File: src/rtl/instr_fetch_unit.sv
// Instruction fetch unit: PC generation, in-order imem requests, response
// buffering, and redirect handling for the IF/ID pipeline register.
module instr_fetch_unit #(
  parameter logic [31:0] RESET_PC = 32'h0000_0000,
  parameter int unsigned DEPTH    = 2
) (
  input  logic        clk,
  input  logic        rst_n,
  input  logic        stall,
  input  logic        redirect_valid,
  input  logic [31:0] redirect_pc,
  output logic        imem_req,
  output logic [31:0] imem_addr,
  input  logic        imem_gnt,
  input  logic        imem_rvalid,
  input  logic [31:0] imem_rdata,
  output logic [31:0] instr_out,
  output logic [31:0] pc_out,
  output logic        nop_out,
  output logic        instr_valid
);

  localparam logic [31:0] NOP_INSTR = 32'h0000_0013;
  localparam int unsigned CW        = $clog2(DEPTH + 1);
  localparam int unsigned PW        = $clog2(DEPTH);

  typedef logic [CW-1:0] cnt_t;
  typedef logic [CW:0]   cred_t;
  typedef logic [PW-1:0] ptr_t;

  localparam cred_t DEPTH_C = cred_t'(DEPTH);

  logic [31:0] fetch_pc;
  cnt_t        outstanding;
  cnt_t        discard;
  cnt_t        fifo_count;
  ptr_t        tag_wr;
  ptr_t        tag_rd;
  ptr_t        fifo_wr;
  ptr_t        fifo_rd;

  logic [31:0] tag_q      [DEPTH];
  logic [31:0] fifo_pc    [DEPTH];
  logic [31:0] fifo_instr [DEPTH];

  cred_t credit;
  logic  head_valid;
  logic  gnt_fire;
  logic  rsp_fire;
  logic  rsp_drop;
  logic  push;
  logic  pop;

  // Low address bits of the redirect target are forced to zero.
  logic redirect_low_unused;
  assign redirect_low_unused = ^redirect_pc[1:0];

  // Request credit, output presentation and per-cycle event decode.
  always_comb begin
    credit      = cred_t'(outstanding) + cred_t'(fifo_count);
    head_valid  = (fifo_count != '0) && !redirect_valid;
    imem_req    = rst_n && !redirect_valid && (credit < DEPTH_C);
    imem_addr   = fetch_pc;
    nop_out     = !head_valid;
    instr_valid = head_valid;
    instr_out   = head_valid ? fifo_instr[fifo_rd] : NOP_INSTR;
    pc_out      = head_valid ? fifo_pc[fifo_rd] : '0;
    gnt_fire    = imem_req && imem_gnt;
    // A response with nothing outstanding is a protocol violation and is ignored.
    rsp_fire    = imem_rvalid && (outstanding != '0);
    rsp_drop    = rsp_fire && (discard != '0);
    push        = rsp_fire && !rsp_drop && !redirect_valid;
    pop         = head_valid && !stall;
  end

  // Control state: fetch PC, counters and queue pointers.
  always_ff @(posedge clk or negedge rst_n) begin
    if (!rst_n) begin
      fetch_pc    <= RESET_PC;
      outstanding <= '0;
      discard     <= '0;
      fifo_count  <= '0;
      tag_wr      <= '0;
      tag_rd      <= '0;
      fifo_wr     <= '0;
      fifo_rd     <= '0;
    end else begin
      outstanding <= outstanding + cnt_t'(gnt_fire) - cnt_t'(rsp_fire);
      if (gnt_fire) begin
        tag_wr   <= tag_wr + ptr_t'(1);
        fetch_pc <= fetch_pc + 32'd4;
      end
      if (rsp_fire) begin
        tag_rd <= tag_rd + ptr_t'(1);
      end
      if (redirect_valid) begin
        // Every request still pending after this cycle's retirement is wrong-path.
        fetch_pc   <= {redirect_pc[31:2], 2'b00};
        discard    <= outstanding - cnt_t'(rsp_fire);
        fifo_count <= '0;
        fifo_wr    <= '0;
        fifo_rd    <= '0;
      end else begin
        if (rsp_drop) begin
          discard <= discard - cnt_t'(1);
        end
        if (push) begin
          fifo_wr <= fifo_wr + ptr_t'(1);
        end
        if (pop) begin
          fifo_rd <= fifo_rd + ptr_t'(1);
        end
        fifo_count <= fifo_count + cnt_t'(push) - cnt_t'(pop);
      end
    end
  end

  // Storage for request tags and buffered {pc, instr} entries.
  always_ff @(posedge clk) begin
    if (gnt_fire) begin
      tag_q[tag_wr] <= fetch_pc;
    end
    if (push) begin
      fifo_pc[fifo_wr]    <= tag_q[tag_rd];
      fifo_instr[fifo_wr] <= imem_rdata;
    end
  end

endmodule

File: config.mk
export PLATFORM = sky130hd
export DESIGN_NAME = instr_fetch_unit
export DESIGN_NICKNAME = d
export VERILOG_FILES = /design/src/rtl/instr_fetch_unit.sv
export SDC_FILE = /design/constraint.sdc
export NUM_CORES = 1
export LEC_CHECK = 0
export ABC_AREA = 0
export ABC_CLOCK_PERIOD_IN_PS = 4800
export CAP_MARGIN = 15
export CORE_UTILIZATION = 52
export DETAILED_ROUTE_END_ITERATION = 10
export PLACE_DENSITY = 0.91
export SLEW_MARGIN = 5
export SYNTH_ARGS = -nofsm -noshare
export SYNTH_HDL_FRONTEND = slang
export SYNTH_SLANG_ARGS = --single-unit
File: constraint.sdc
create_clock -name clk -period 4.8 [get_ports clk]
set_input_delay 1.44 -clock clk [delete_from_list [all_inputs] [get_ports clk]]
set_output_delay 1.44 -clock clk [all_outputs]
set_load 0.02 [all_outputs]
==> flow_summary.json, run 1 <==
{
  "outcome": "finished clean",
  "drt_iter0_markers": 256,
  "synth_area_sq_um": 9150,
  "dieArea_sq_um": 18130,
  "cts_root_buffer": "clkbuf_16",
  "swShare_pct": 25.99,
  "finalMaxSlewViolations": 0,
  "grt_antenna_before_repair": 0,
  "multiInputGateArea_sq_um": 2482,
  "synth_ff_type": "edfxtp_1",
  "start_util_pct": 53.09,
  "clock_latency_ns": 0.49,
  "die_h_um": 134.7,
  "max_freq_mhz": 230.7,
  "tightest_slew_ns": 0.6284,
  "max_stage_delay_ns": 0.66,
  "vias_per_cell": 5.366,
  "clk_pin_slew_worst_paths_ns": 0.06,
  "ioPinCount": 169,
  "cp_slowest_cell": "clkdlybuf4s50_1",
  "synthArstFlopShare_pct": 17.86,
  "drv_cap": 0,
  "crit_type": "in -> out",
  "arrival_ns": 2.89,
  "p_seq_share_pct": 46.9,
  "crit_cells": 6,
  "r2r_end": "imem_addr[30]",
  "rsz0062_at_grt": "false",
  "fin_area_sq_um": 11830,
  "met1_usage_pct": 26.43,
  "cp_top_family": "buffers and inverters",
  "num_vias": 5489,
  "synth_cell_types": 43,
  "r2r_setup_slack_ns": 1.84,
  "hold_buffers": 0,
  "nets": 861,
  "fill_cells": 1157,
  "startpoint": "redirect_valid",
  "setup_violations": 0,
  "p_per_area_nw_per_um2": 450.5,
  "fin_crit_sh_pct": 90.31,
  "clockBufferDepth": 3,
  "core-area_sq_um": 17240,
  "p_int_mw": 3.944,
  "grt_pass1_vias": 5378,
  "synth_warnings": 0,
  "first_pass_iters": 5,
  "syn_avg_cell_area_sq_um": 14.98,
  "peakVddDrop_mv": 0.3108,
  "cts_setup_buffers": 0,
  "grt_max_degree": 60,
  "ys_seq_area_share_pct": 71.33,
  "insertedDiodeCount": 0,
  "cts_tree": "built",
  "clockPowerShare_pct": 32.9,
  "post-route-drc-count": 0,
  "synthCells": 611,
  "p_leak_nw": 4.029,
  "wire_per_inst_um": 17.82,
  "finalHoldViolations": 0,
  "syn_to_final_growth_pct": 29.29,
  "startpoint_type": "input pin",
  "hpwl_um": 12000,
  "io_buffers": 162,
  "endpoint_kind": "output pin",
  "synth_enable_flop_cells": 184,
  "grt_overflow": 0,
  "use_met3_pct": 3.153,
  "routabilityCongestion": 0.8029,
  "hp-class": "reg -> reg",
  "final_antenna_net_count": 0,
  "drt_wl_total_um": 18230,
  "rows": 48,
  "crit_buf_inv": 4,
  "setup.worst_path.end": "pc_out[2]",
  "cts_sinks": 224,
  "drive_above_1_share_pct": 11.65,
  "synth_seq_cells": 224,
  "post_cts_resize_count": 0,
  "required_ns": 3.36,
  "switching_power_mw": 1.385,
  "final.min_clock_period_ns": 4.335,
  "htree_levels": 1,
  "skew_ns": 0.01481,
  "r2r_start": "fifo_count[0]",
  "path_max_fanout": 50,
  "grt_usage_pct": 20.17,
  "die_w_um": 134.7,
  "grt_pass1_wl_um": 28370,
  "pwr-share-comb_pct": 20.2,
  "grt.busiest_layer": "met2",
  "path_cells": "buf_2 -> inv_1 -> o21ai_4 -> buf_12 -> nor2_1 -> clkdlybuf4s50_1",
  "numCtsBuffers": 22,
  "slew_headroom_pct": 58.10,
  "final-seq-area_sq_um": 6530,
  "holdWs_ns": 0.5134,
  "use_met2_pct": 33.93,
  "reg2reg_depth": 7,
  "place_area_sq_um": 11080
}
-- registers in the layout (all words and copies together), names as in the netlist --
name	flops
fifo_rd	1
tag_wr	1
outstanding	2
tag_q	60
fifo_wr	1
discard	2
fifo_count	2
fifo_pc	60
imem_addr	30
fifo_instr	64
tag_rd	1
-- final cells by class --
class | instances | share of cell area, %
Multi-Input combinational cell | 348 | 20.98
Inverter | 13 | 0.4125
Tap cell | 225 | 2.380
Clock inverter | 12 | 1.333
Timing Repair Buffer | 174 | 14.70
Clock buffer | 27 | 4.992
Sequential cell | 224 | 55.20
-- cells by family after synthesis --
| family | share of synthesized area, % |
|---|---|
| flops | 71.33 |
| simple gates | 8.916 |
| mux | 11.06 |
| buf+inv | 1.983 |
| compound gates | 2.243 |
| xor+xnor | 3.255 |
| fa+ha+maj | 1.176 |
| other cells | 0.04098 |
-- worst min path at each step --
stage / from / endpoint / cells past startpoint
finish: tag_wr / tag_wr / 1
global route: tag_wr / tag_wr / 1
CTS: tag_wr / tag_wr / 1
detailed placement: tag_wr / tag_wr / 1
global placement: tag_wr / tag_wr / 1
floorplan: tag_wr / tag_wr / 1
-- routing by layer --
| metal | part of all wire (%) | routed length, um | vias to the layer above |
|---|---|---|---|
| met5 | 0 | 0 | - |
| met4 | 3.3 | 605 | 0 |
| met3 | 6.1 | 1115 | 43 |
| met2 | 50 | 9057 | 202 |
| met1 | 41 | 7447 | 2678 |
| li1 | - | - | 2566 |
-- per-stage QoR --
step           cells  TNS, ns  utilization [%]  power [mW]  worst slack, ns
2_1_floorplan    614   -29.19                -       3.165          -0.2354
3_3_place_gp     984        0            64.29       3.561           0.5302
3_5_place_dp     984        0            64.29       3.609           0.4622
4_1_cts         1023        0            68.63       5.374           0.4662
5_1_grt         1023        0            68.63       5.539           0.4090
6_report        1023        0            68.63       5.329           0.4653
-- cells in the mapped netlist (2+ instances only) --
cell type | count | area [sq um]
nor4_1 | 3 | 18.77
o21ai_1 | 7 | 35.03
xor2_1 | 13 | 113.9
buf_4 | 4 | 30.03
o311ai_0 | 3 | 26.28
buf_1 | 6 | 22.52
nor2_1 | 73 | 274.0
nor4_2 | 3 | 37.54
ha_1 | 7 | 87.58
clkbuf_1 | 17 | 63.81
o21ai_0 | 22 | 110.1
nand4_1 | 8 | 50.05
dfrtp_1 | 40 | 1001
nor3_1 | 4 | 20.02
mux2i_1 | 64 | 640.6
nand4bb_1 | 2 | 22.52
nand4_2 | 2 | 25.02
nand2_1 | 47 | 176.4
mux2_2 | 33 | 371.6
and2_1 | 3 | 18.77
edfxtp_1 | 184 | 5525
xnor2_1 | 21 | 183.9
inv_1 | 13 | 48.80
and3_1 | 6 | 37.54
nand3_1 | 8 | 40.04
-- worst reg2reg max path, delay by kind of cell, from the launching register on --
kind,cells,cell delay [ns]
AO/OA/AOI/OAI,1,0.17
flip-flops,1,0.42
adder cells (fa/ha/maj),1,0.48
AND/OR/NAND/NOR,5,1.80
-- cell usage in the layout (no fill, tap or decap), types with 2 or more instances in the layout --
cell type / instances
o21ai_1: 6
inv_1: 13
conb_1: 4
nor2_4: 2
buf_4: 9
clkbuf_16: 23
nand4_2: 2
and2_1: 3
bufinv_16: 4
clkinv_2: 3
buf_2: 2
nor3_1: 4
xor2_1: 13
nand4_1: 8
dfrtp_1: 39
ha_1: 7
buf_12: 3
nand3_1: 8
nor2_1: 70
mux2i_1: 64
o21ai_0: 22
clkdlybuf4s50_1: 160
nor4_2: 3
nor4_1: 3
xnor2_1: 21
edfxtp_1: 184
nand4bb_1: 2
nand2_1: 47
o311ai_0: 3
clkinv_1: 4
mux2_2: 33
and3_1: 6
clkbuf_1: 4
-- power groups by stage --
stage          Combinational [mW]  Clock [mW]  Sequential, mW
4_1_cts                      1.09        1.79            2.50
3_3_place_gp                 1.04           0            2.52
2_1_floorplan               0.670           0            2.49
3_5_place_dp                 1.07           0            2.54
5_1_grt                      1.16        1.86            2.52
6_report                     1.08        1.76            2.50
Power figures use the tool's default switching activity.
==> inputs of run 2 (changes only) <==
Settings changed: CAP_MARGIN 15 to default, SETUP_SLACK_MARGIN from default to 0.4.
==> results of run 2 <==
No change in the layout: final DEF, timing and power equal those of run 1.
==> inputs of run 3 (changes only) <==
Settings changed: PLACE_DENSITY 0.91 to 0.79, RECOVER_POWER from default to 25.
==> flow_summary.json, run 3 (synthesis gave the netlist of run 1 again) <==
{
  "grt_pass1_vias": 5540,
  "insertedDiodeCount": 0,
  "grt_overflow": 0,
  "grt_antenna_before_repair": 0,
  "p_int_mw": 3.751,
  "clockPowerShare_pct": 30.4,
  "routabilityCongestion": 0.8391,
  "start_util_pct": 53.09,
  "grt_pass1_wl_um": 29560,
  "reg2reg_depth": 7,
  "crit_buf_inv": 4,
  "mostFrequentLayoutCell": "edfxtp_1",
  "largest_register_ffs": 64,
  "largest-register": "fifo_instr",
  "holdWs_ns": 0.5273,
  "swShare_pct": 27.13,
  "p_total_mw": 5.148,
  "wire_per_inst_um": 18.41,
  "pwr-share-comb_pct": 20.9,
  "first_pass_iters": 4,
  "ioPinCount": 169,
  "fin_setup_tns_ns": 0,
  "cp_slowest_cell": "clkdlybuf4s50_1",
  "post-route-drc-count": 0,
  "die_h_um": 134.7,
  "rows": 48,
  "dp_cells": 985,
  "whs_path_depth": 1,
  "nets": 865,
  "path_max_fanout": 23,
  "required_ns": 3.36,
  "clock_latency_ns": 0.50,
  "place_area_sq_um": 11100,
  "final.min_clock_period_ns": 4.274,
  "final-seq-area_sq_um": 6530,
  "tightest_slew_ns": 0.7679,
  "endpoint_kind": "output pin",
  "grt_max_degree": 60,
  "p_seq_share_pct": 48.7,
  "clk_pin_slew_worst_paths_ns": 0.06,
  "slew_headroom_pct": 48.81,
  "setup_violations": 0,
  "htree_levels": 1,
  "rsz0062_at_grt": "false",
  "multiInputGateArea_sq_um": 2482,
  "final_antenna_net_count": 0,
  "outcome": "finished clean",
  "hold_buffers": 0,
  "startpoint_type": "input pin",
  "max_stage_delay_ns": 0.61,
  "core-area_sq_um": 17240,
  "io_buffers": 162,
  "drive_above_1_share_pct": 10.21,
  "cp_top_family": "buffers and inverters",
  "syn_to_final_growth_pct": 29.13,
  "arrival_ns": 2.83,
  "p_leak_nw": 4.174,
  "path_cells": "buf_2 -> inv_1 -> o21ai_4 -> bufbuf_16 -> nor2_1 -> clkdlybuf4s50_1",
  "die_w_um": 134.7,
  "drv_cap": 0,
  "hpwl_um": 12370,
  "skew_ns": 0.01149,
  "drt_iter0_markers": 436,
  "cts_sinks": 224,
  "stdcell_count": 1028,
  "grt_usage_pct": 21.30,
  "layout_common_cells": "edfxtp_1, clkdlybuf4s50_1, nor2_1",
  "cts_root_buffer": "clkbuf_16",
  "drt_wl_total_um": 18930,
  "crit_type": "in -> out",
  "finalHoldViolations": 0,
  "p_per_area_nw_per_um2": 435.7,
  "hp-class": "reg -> reg",
  "fill_cells": 1181,
  "fin_crit_sh_pct": 89.04,
  "clockBufferDepth": 3,
  "reg_top3": "fifo_instr x64, fifo_pc x60, tag_q x60",
  "fin_area_sq_um": 11820,
  "dieArea_sq_um": 18130,
  "num_vias": 5523,
  "vias_per_cell": 5.373,
  "switching_power_mw": 1.397,
  "crit_cells": 6,
  "finalMaxSlewViolations": 0,
  "peakVddDrop_mv": 0.3338,
  "max_freq_mhz": 234.0,
  "numCtsBuffers": 23,
  "cts_tree": "built"
}
run 3: cell count changes in the layout (fill, tap and decap cells not counted), moves of 8 or more:
cell / delta
mux2_1: +8
mux2_2: -8
clkdlybuf4s50_1: -17
dlygate4sd3_1: +8
clkbuf_1: +8
dlymetal6s2s_1: +9
run 3: power by group through the flow:
stage	Sequential (mW)	Clock, mW	Combinational (mW)
finish	2.51	1.57	1.07
global route	2.53	1.68	1.16
CTS	2.51	1.59	1.09
detailed placement	2.55	0	1.07
global placement	2.53	0	1.04
floorplan	2.49	0	0.670
run 3: worst paths after layout:
| kind | to | start | slack (ns) |
|---|---|---|---|
| setup / recovery | instr_out[19] | redirect_valid | 0.53 |
| hold / removal | tag_wr | tag_wr | 0.53 |
| setup reg to reg | imem_addr[28] | fifo_count[0] | 1.84 |
| hold reg to reg | tag_wr | tag_wr | 0.53 |
| max in group asynchronous | fifo_rd | rst_n | 3.35 |
| min in group asynchronous | fifo_count[0] | rst_n | 1.05 |
run 3: metal layers:
metal	track usage [%]	vias to the layer above	routed length, um
li1	-	2577	-
met1	27.92	2688	7986
met2	36.11	219	9323
met3	3.529	39	1123
met4	7.428	0	496
met5	0	-	0
run 3: through the flow:
stage	setup slack, ns	utilization (%)
final	0.5261	68.55
after floorplan	-0.2354	-
after global placement	0.4152	64.41
after CTS	0.3729	68.38
after global routing	0.4790	68.55
after detailed placement	0.3473	64.41
run 3: cell type report:
type | instances | share of cell area, %
well taps | 225 | 2.383
multi-input cells | 348 | 21.01
flip-flops and latches | 224 | 55.27
repair buffers | 177 | 15.41
clock buffers | 34 | 5.221
clock inverters | 7 | 0.2965
inverters | 13 | 0.4130
run 3: timing repair:
item,4_1_cts,5_1_grt
setup endpoints to repair,3,27
gates resized for setup,0,9
buffers inserted,0,1
cloned,1,0
==> edit (flow settings as in run 2) <==
Make the reset (`rst_n`) synchronous in one clocked block.
--- a/src/rtl/instr_fetch_unit.sv
+++ b/src/rtl/instr_fetch_unit.sv
@@ -76,3 +76,3 @@
   // Control state: fetch PC, counters and queue pointers.
-  always_ff @(posedge clk or negedge rst_n) begin
+  always_ff @(posedge clk) begin
     if (!rst_n) begin
Function: differs if rst_n is asserted again (counterexample within 4 cycles, from zero or initial values and one cycle with rst_n low); with rst_n held inactive, the same outputs for 4 cycles.
==> edit against run 2 <==
Synthesized cell count increased by 11%. Wire length increased by 11%. First-iteration DRC count increased by 130%. Largest cell class unchanged. Sequential power decreased by 6%. Sequential cell count increased by 2. Design area increased by 1.0%. Worst setup slack got worse by 0.026 ns. Power decreased by 14%. Non-clock buffer count increased by 9. Synthesized area increased by 2.3%. Final cell count increased by 6.5%. Critical path type unchanged.
==> edit: results (changes against run 2) <==
stage,metric,value,unit,change
synthesis,yosysSeqAreaShare,0.680,,-0.0333
hold_path,min_from,fifo_rd$_SDFFE_PP0P_,,
route,via_count,6218,,+13%
placed_design,dp_slack,0.0710,ns,-0.391 ns
route,viasPerCell,5.71,,+6.4%
worst_setup_path,crit_path_end,pc_out[6],,
hold_path,hold_path_depth,2,,+1
placed_design,hpwl,13000,um,+8.7%
worst_setup_path,rr_startpoint,fifo_count[0]$_SDFF_PP0_,,
clocking,cts_made_buffers,23,,+4.5%
grt,first_global_vias,6055,,+13%
synthesis,ys_top_cells_by_count,"edfxtp_1 (184), nor2_1 (87), mux2i_1 (64)",,
outcome,status,"finished, final reports clean",,
timing,clock_skew,0.0101,ns,-0.00468 ns
worst_setup_path,crit_fanout,16,,-68%
power,ir_drop,0.269,mV,-13%
power,seqPwrFrac,0.516,,+0.047
synthesis,async_flop_share,0,,-0.179
finish,nets,926,,+7.5%
synthesis,synth_xor_area_frac,0.0159,,-0.0166
power,p_switching,0.00109,W,-21%
placed_design,placed_area,0.0113,mm2,+1.8%
finish,fillers,1211,,+4.7%
synthesis,synth.avg_cell_area,13.8,um2,-7.7%
worst_setup_path,arrival,2.92,ns,+0.03 ns
grt,grt_max_degree,63,,+5.0%
power,p_total,0.00458,W,-14%
hold_path,min_to,fifo_rd$_SDFFE_PP0P_,,
grt,grt.total_usage,0.221,,+0.0195
timing,worstMarginPinSlew,0.968,ns,+0.340 ns
placed_design,dp.cells,1043,,+6.0%
worst_setup_path,r2r_cells,9,,+2
timing,whs,0.518,ns,+0.00506 ns
-- edit: cell types whose count changed in the layout (fill, tap and decap cells not counted), moves of 8 or more --
cell and delta:
nor2_1 +15, nand2_1 -21, xnor2_1 -11, dfrtp_1 -39
dlygate4sd2_1 +45, o21ai_0 -8, nor3_1 +10, a31oi_1 +12
clkdlybuf4s15_1 +12, dfxtp_1 +41, clkdlybuf4s50_1 -61
-- edit: final cells by class --
cell class              count  area, um2  area share
flip-flops and latches    226       6370       0.533
multi-input cells         400       2790       0.233
repair buffers            183       1760       0.147
clock buffers              30        642      0.0537
well taps                 225        282      0.0236
clock inverters            11       53.8     0.00450
inverters                  14       52.6     0.00440
-- edit: metal layers --
metal	track usage	vias to the layer above	wire [um]
met5	0	-	0
met4	0.107	0	769
met3	0.0373	62	1530
met2	0.378	314	10100
met1	0.272	2957	7800
li1	-	2885	-
-- edit: timing repair --
action | 4_1_cts | 5_1_grt
endpoints found under the setup margin | 65 | 18
setup buffers | 5 | 0
gates resized for setup | 62 | 22
